### src/rtl/proc_pkg.sv
// Shared definitions for the processor-side interrupt logic.
//   DATA_W       : datapath / vector width
//   DEF_VEC_BASE : default ISR vector of source 0
//   SEL_W        : width of a source index (up to 8 sources)
//   ic_state_t   : interrupt controller FSM encoding
//   vec_of()     : vector address for a source index (8-bit wrap)
package proc_pkg;

  localparam int DATA_W = 8;
  localparam int SEL_W  = 3;
  localparam logic [DATA_W-1:0] DEF_VEC_BASE = 8'h01;

  typedef enum logic [1:0] {
    IC_IDLE    = 2'b00,
    IC_REQ     = 2'b01,
    IC_SERVICE = 2'b10
  } ic_state_t;

  function automatic logic [DATA_W-1:0] vec_of(input logic [DATA_W-1:0] base,
                                               input logic [SEL_W-1:0]  idx);
    return base + {{(DATA_W-SEL_W){1'b0}}, idx};
  endfunction

endpackage

### src/rtl/irq_priority_enc.sv
// Combinational priority encoder; bit 0 has the highest priority.
//   req   : candidate request bits
//   idx   : index of the lowest set bit (0 when none set)
//   valid : any bit of req set
module irq_priority_enc
  import proc_pkg::*;
#(
  parameter int N_SRC = 4
) (
  input  logic [N_SRC-1:0] req,
  output logic [SEL_W-1:0] idx,
  output logic             valid
);

  // Scan from the top down so the lowest set index is written last and wins.
  always_comb begin
    idx   = '0;
    valid = |req;
    for (int i = N_SRC - 1; i >= 0; i--) begin
      if (req[i]) idx = SEL_W'(i);
    end
  end

endmodule

### src/rtl/interrupt_controller.sv
// Prioritised interrupt controller in front of the pipeline's single
// interrupt entry. Rising edges on Irq_In set Pending bits; the lowest
// enabled pending source is requested with a req/ack handshake, and the
// controller stays in service until the pipeline retires RTI.
//   clk        : system clock
//   rst        : async active-low reset
//   Irq_In     : interrupt lines, rising-edge triggered
//   Mask_We    : mask register write strobe
//   Mask_Data  : new mask (1 = enabled)
//   Int_Ack    : pipeline accepted the interrupt
//   Rti        : RTI retired
//   Int_Req    : interrupt request to pipeline control
//   Vector     : ISR address of the selected source
//   In_Service : ack seen, RTI not yet seen
//   Pending    : raw pending bits (unmasked)
//
// state      | meaning
// IC_IDLE    | waiting for an enabled pending source
// IC_REQ     | Int_Req asserted, waiting for Int_Ack
// IC_SERVICE | ISR running, waiting for Rti
module interrupt_controller
  import proc_pkg::*;
#(
  parameter int                N_SRC    = 4,
  parameter logic [DATA_W-1:0] VEC_BASE = DEF_VEC_BASE
) (
  input  logic              clk,
  input  logic              rst,
  input  logic [N_SRC-1:0]  Irq_In,
  input  logic              Mask_We,
  input  logic [N_SRC-1:0]  Mask_Data,
  input  logic              Int_Ack,
  input  logic              Rti,
  output logic              Int_Req,
  output logic [DATA_W-1:0] Vector,
  output logic              In_Service,
  output logic [N_SRC-1:0]  Pending
);

  ic_state_t         state_q, state_d;
  logic [N_SRC-1:0]  prev_q;
  logic              armed_q;
  logic [N_SRC-1:0]  pend_q, pend_d;
  logic [N_SRC-1:0]  mask_q;
  logic [SEL_W-1:0]  sel_q;
  logic [DATA_W-1:0] vec_q;
  logic [N_SRC-1:0]  edge_set;
  logic [N_SRC-1:0]  clr_vec;
  logic              take;
  logic              load_sel;
  logic [SEL_W-1:0]  enc_idx;
  logic              enc_valid;

  // History clears in reset, so a line already high when reset releases
  // would look like a fresh edge. Edge detection is held off for the first
  // clock after release, letting prev_q pick up the real line levels.
  always_ff @(posedge clk or negedge rst) begin
    if (!rst) begin
      prev_q  <= '0;
      armed_q <= 1'b0;
    end else begin
      prev_q  <= Irq_In;
      armed_q <= 1'b1;
    end
  end

  assign edge_set = armed_q ? (Irq_In & ~prev_q) : '0;
  assign take     = (state_q == IC_REQ) && Int_Ack;

  always_comb begin
    clr_vec = '0;
    for (int i = 0; i < N_SRC; i++) begin
      clr_vec[i] = take && (sel_q == SEL_W'(i));
    end
  end

  // A new edge on the source being acknowledged wins over its clear.
  assign pend_d = (pend_q & ~clr_vec) | edge_set;

  always_ff @(posedge clk or negedge rst) begin
    if (!rst) begin
      pend_q <= '0;
      mask_q <= '1;
    end else begin
      pend_q <= pend_d;
      if (Mask_We) mask_q <= Mask_Data;
    end
  end

  irq_priority_enc #(
    .N_SRC (N_SRC)
  ) u_enc (
    .req   (pend_q & mask_q),
    .idx   (enc_idx),
    .valid (enc_valid)
  );

  always_ff @(posedge clk or negedge rst) begin
    if (!rst) state_q <= IC_IDLE;
    else      state_q <= state_d;
  end

  always_comb begin
    state_d  = state_q;
    load_sel = 1'b0;
    case (state_q)
      IC_IDLE: begin
        if (enc_valid) begin
          state_d  = IC_REQ;
          load_sel = 1'b1;
        end
      end
      IC_REQ: begin
        if (Int_Ack) state_d = IC_SERVICE;
      end
      IC_SERVICE: begin
        if (Rti) state_d = IC_IDLE;
      end
      default: state_d = IC_IDLE;
    endcase
  end

  // Selection is frozen from IDLE->REQ until the next arbitration, so mask
  // writes or higher-priority edges never disturb an outstanding request.
  always_ff @(posedge clk or negedge rst) begin
    if (!rst) begin
      sel_q <= '0;
      vec_q <= '0;
    end else if (load_sel) begin
      sel_q <= enc_idx;
      vec_q <= vec_of(VEC_BASE, enc_idx);
    end
  end

  assign Int_Req    = (state_q == IC_REQ);
  assign In_Service = (state_q == IC_SERVICE);
  assign Vector     = vec_q;
  assign Pending    = pend_q;

endmodule
### config.mk
export PLATFORM = sky130hd
export DESIGN_NAME = interrupt_controller
export DESIGN_NICKNAME = d
export VERILOG_FILES = /design/src/rtl/proc_pkg.sv /design/src/rtl/irq_priority_enc.sv /design/src/rtl/interrupt_controller.sv
export SDC_FILE = /design/constraint.sdc
export NUM_CORES = 1
export LEC_CHECK = 0
export ABC_AREA = 1
export CORE_AREA = 10 10 61 51
export CTS_CLUSTER_DIAMETER = 120
export DETAILED_ROUTE_END_ITERATION = 12
export DIE_AREA = 0 0 71 61
export PLACE_DENSITY_LB_ADDON = 0.12
export SLEW_MARGIN = 20
export SYNTH_ARGS = -nofsm -noshare
export SYNTH_HDL_FRONTEND = slang
export SYNTH_SLANG_ARGS = --single-unit
### constraint.sdc
create_clock -name clk -period 2.65 [get_ports clk]
set_input_delay 0.53 -clock clk [delete_from_list [all_inputs] [get_ports clk]]
set_output_delay 0.53 -clock clk [all_outputs]
set_load 0.01 [all_outputs]
# == After elaboration in Yosys (flattened, before gate mapping) ==
# Index checks and enable logic that the tools add are counted.
# classes
multipliers,0
n_mux,11
magnitude_cmp,0
n_eq_ne,8
shifts,0
n_reduce_logical,9
bitwise,6
addsub,1
n_div,0
# op_table
op,n
2-bit 2-to-1 mux,7
4-bit AND,3
4-bit NOT,2
3-bit by 2-bit == test with 1-bit output (second input constant),2
2-bit inequality test (second input constant),3
2-bit case mux with 3 select lines,1
1-bit logical AND,5
1-bit by 3-bit adder with 4-bit output (first input constant),1
4-bit 2-to-1 mux,1
4-bit bitwise OR,1
4-bit OR reduction,1
3-bit by 1-bit == test with 1-bit output (second input constant),1
3-bit logical NOT,1
3-bit AND reduction,1
2-bit by 1-bit == test with 1-bit output (second input constant),1
2-bit == test (second input constant),1
2-bit logical NOT,1
1-bit 2-to-1 mux,2
# word_totals
out_inout_bits,14
rom_bits,0
register_bits,26
in_bits,13
n_memories,0
word_cells,42
latchBits,0
ram_bits,0

# == Logic depth before layout (Yosys ltp) ==
# logic_depth
word_depth,6
mapped_depth,7
ltp_nobuf,7

# == Hierarchy ==
# A second synthesis with hierarchy kept.
# unflattened
cells_unflattened,107
hier_area_um2,1003.5
# by_module_without_submodules
mod,area_per_inst_um2,instances,cells_each
interrupt_controller,945.9,1,96
irq_priority_enc,57.6,1,11

# == Worst setup path before layout ==
# No wires, ideal clock.
# synth_path
path_type,flip-flop to output port
from,register state_q[0]
to,output Int_Req
t_arrival_ps,661
stages_incl_launch_ff,3
required_ps,2120
path_buffers,0
path_slack_ps,1459
path_cell_list,dfrtp_1 inv_1 nor2_1
# synth_between
elab_chain_len,1
# synth_rtl
element,line_no,source
"start, declared",interrupt_controller.sv:40,"ic_state_t state_q, state_d;"
"start signal, assigned",interrupt_controller.sv:100,else state_q <= state_d;
2-bit by 1-bit == test with 1-bit output,interrupt_controller.sv:135,assign Int_Req = (state_q == IC_REQ);
"end, declared",interrupt_controller.sv:34,"output logic Int_Req,"
# Every way passes these cells.

# == Worst setup path in the final report ==
# Ends and elaborated chain as after synthesis.

==> results_dict.tcl <==
set metrics [dict create \
    outcome "completed" \
    wl_per_cell_um 12.7 \
    nNetsFinal 132 \
    switching_share 0.377 \
    peakVddDrop_v 0.000546 \
    cts_sinks 20 \
    cts_root_buf "clkbuf_4" \
    met3_usage 0.0587 \
    core_area_sq_um 1930 \
    worst-setup-path-type "register to output pin" \
    fin_crit_ns 2.04 \
    synth_cell_type_count 21 \
    synth_top_area_frac 0.449 \
    grt.busiest_layer "met2" \
    fmax_mhz 490 \
    fin_worst_skew_ns 0.00519 \
    first_iter_violations 22 \
    hold_class "register to register" \
    post-route-drc-count 0 \
    ys_warn_count 0 \
    rr_worst_depth 4 \
    grt_max_degree 21 \
    ys_seq_area_frac 0.567 \
    cp_data_arrival_time_ns 1.51 \
    grt_pass1_vias 674 \
    rr_startpoint "Pending[1]" \
    worstHoldPathCells 1 \
    dr_total_vias 652 \
    syn_avg_cell_area_sq_um 9.58 \
    dr.pass1.iters 4 \
    cts.repair.resized 0 \
    ant_nets 0 \
    synth_largest_area_cell "dfrtp_1" \
    syn-cell-area_sq_um 891 \
    power_frac_comb 0.420 \
    cts_tree "done" \
    grt_pass1_wl_mm 3.08 \
    worstPathRequired_ns 2.12 \
    grtUsageMet1 0.0977 \
    p_int_uw 672 \
    yosys-top-cells-area "dfrtp_1, dfstp_2, nand2_1" \
    setup_viol 0 \
    cts_buffers 3 \
    post-route-period-util 0.770 \
    diodes 0 \
    worst_r2r_endpoint "state_q[0]" \
    rows 14 \
    endpoint_kind "output pin" \
    cap_violations 0 \
    drive_above_1_share 0.195 \
    rsz0062_at_grt "no" \
    p_total_mw 1.08 \
    slew_viol_final 0 \
    start_util 0.462 \
    powerDensity_nw_per_um2 944 \
    antenna_found_initial 0 \
    dieArea_sq_um 4330 \
    htreeDepth 1 \
    finalHoldViolations 0 \
    die_h_um 61 \
    totalWireLength_mm 1.80 \
    overflow 0 \
    power.share.clock 0.137 \
    grt_use_total 0.0884 \
    port_buffers 21 \
    setup_tns_ns 0 \
    synth_cells 93 \
    power_switching_uw 406 \
    use_met2 0.142 \
    layout_commonest_cell "nand2_1" \
    routed_via_density 4.59 \
    clk-insertion-delay-late_ns 0.30 \
    clockBufferDepth 2 \
    leakage_nw 0.538 \
    whs_endpoint "Pending[2]" \
    seqPwrFrac 0.443 \
    dp_hpwl_mm 1.45 \
    synth_seq_cells 20 \
    ios 27 \
    start_kind "register" \
    final_cell_mix "nand2_1, clkdlybuf4s50_1, dfrtp_1, inv_1" \
    reg2reg_slack_ns 1.47 \
    post-cts-setup-buffers 0 \
    syn2layout_area_growth_pct 28.2 \
    worstHoldStart "prev_q[2]" \
    critPathMaxFanout 5 \
    clkTransAtPathRegs_ns 0.10 \
    die_x_um 71 \
    gp_congestion 0.717 \
    ctsHoldBuffers 0 \
]
[how the worst max path moves through the flow]
stage | to | cells after the start | startpoint | slack, ns
floorplan | Int_Req | 2 | state_q[0] | 1.46
global placement | Int_Req | 3 | state_q[0] | 1.0
detailed placement | Int_Req | 3 | state_q[0] | 0.92
CTS | Int_Req | 3 | state_q[0] | 0.58
global route | Int_Req | 3 | state_q[0] | 0.47
finish | Int_Req | 3 | state_q[0] | 0.61
[cell usage after synthesis]
| cell | instances |
|---|---|
| nand2_1 | 25 |
| nand4_1 | 1 |
| buf_4 | 5 |
| mux2_2 | 4 |
| dfstp_2 | 4 |
| o31ai_1 | 3 |
| nor2_4 | 1 |
| inv_1 | 8 |
| conb_1 | 2 |
| o21ai_2 | 1 |
| or2_0 | 1 |
| nor2_1 | 6 |
| nand3_1 | 1 |
| dfrtp_1 | 16 |
| a21oi_1 | 2 |
| o21ai_1 | 4 |
| nor3_2 | 1 |
| nand3_2 | 1 |
| nor2_2 | 1 |
| inv_2 | 2 |
| nand2_2 | 4 |
[metal layers]
layer  up-vias  wire length [um]  part of all wire
li1        333                 -                 -
met1       300               754              0.42
met2        19               855              0.48
met3         0               191              0.11
met4         0                 0                 0
met5         -                 0                 0
[registers in the layout, summed over array words and instances (netlist names)]
register / flops
Vector: 3
Pending: 4
sel_q: 2
armed_q: 1
state_q: 2
prev_q: 4
mask_q: 4
[critical path, cell delays in order, from the launching register on]
cell and delay [ns]:
dfrtp_1 0.47, inv_1 0.09, nor2_1 0.11, clkdlybuf4s50_1 0.55
[cells by family (layout without fill, tap and decap cells)]
kind of cell	count (synthesis)	count (layout)	synth area share
AO/OA/AOI/OAI	10	10	0.0688
buffers and inverters	15	36	0.0843
flip-flops	20	20	0.567
multiplexers	4	4	0.0506
other	2	6	0.00843
AND/OR/NAND/NOR	42	42	0.221
[power by group through the flow]
stage | logic [mW] | registers (mW) | clock network, mW
finish | 0.453 | 0.477 | 0.148
global route | 0.507 | 0.492 | 0.169
CTS | 0.464 | 0.479 | 0.156
detailed placement | 0.460 | 0.486 | 0
global placement | 0.445 | 0.478 | 0
floorplan | 0.243 | 0.493 | 0
[metrics by stage]
step	worst slack [ns]	instances	cell area, sq um	utilization	hold slack, ns
3_3_place_gp	0.997	138	1120	0.579	0.411
3_5_place_dp	0.921	138	1120	0.579	0.422
2_1_floorplan	1.46	97	906	-	0.234
4_1_cts	0.580	142	1140	0.593	0.443
6_report	0.609	142	1140	0.593	0.437
5_1_grt	0.467	142	1140	0.593	0.459
[cell type report]
| class | instances | area [sq um] |
|---|---|---|
| well taps | 24 | 30.0 |
| multi-input cells | 62 | 325 |
| repair buffers | 22 | 218 |
| fillers | 196 | 785 |
| flip-flops and latches | 20 | 505 |
| inverters | 10 | 37.5 |
| clock buffers | 4 | 26.3 |
Note: power is estimated with default switching activity, not from simulation.
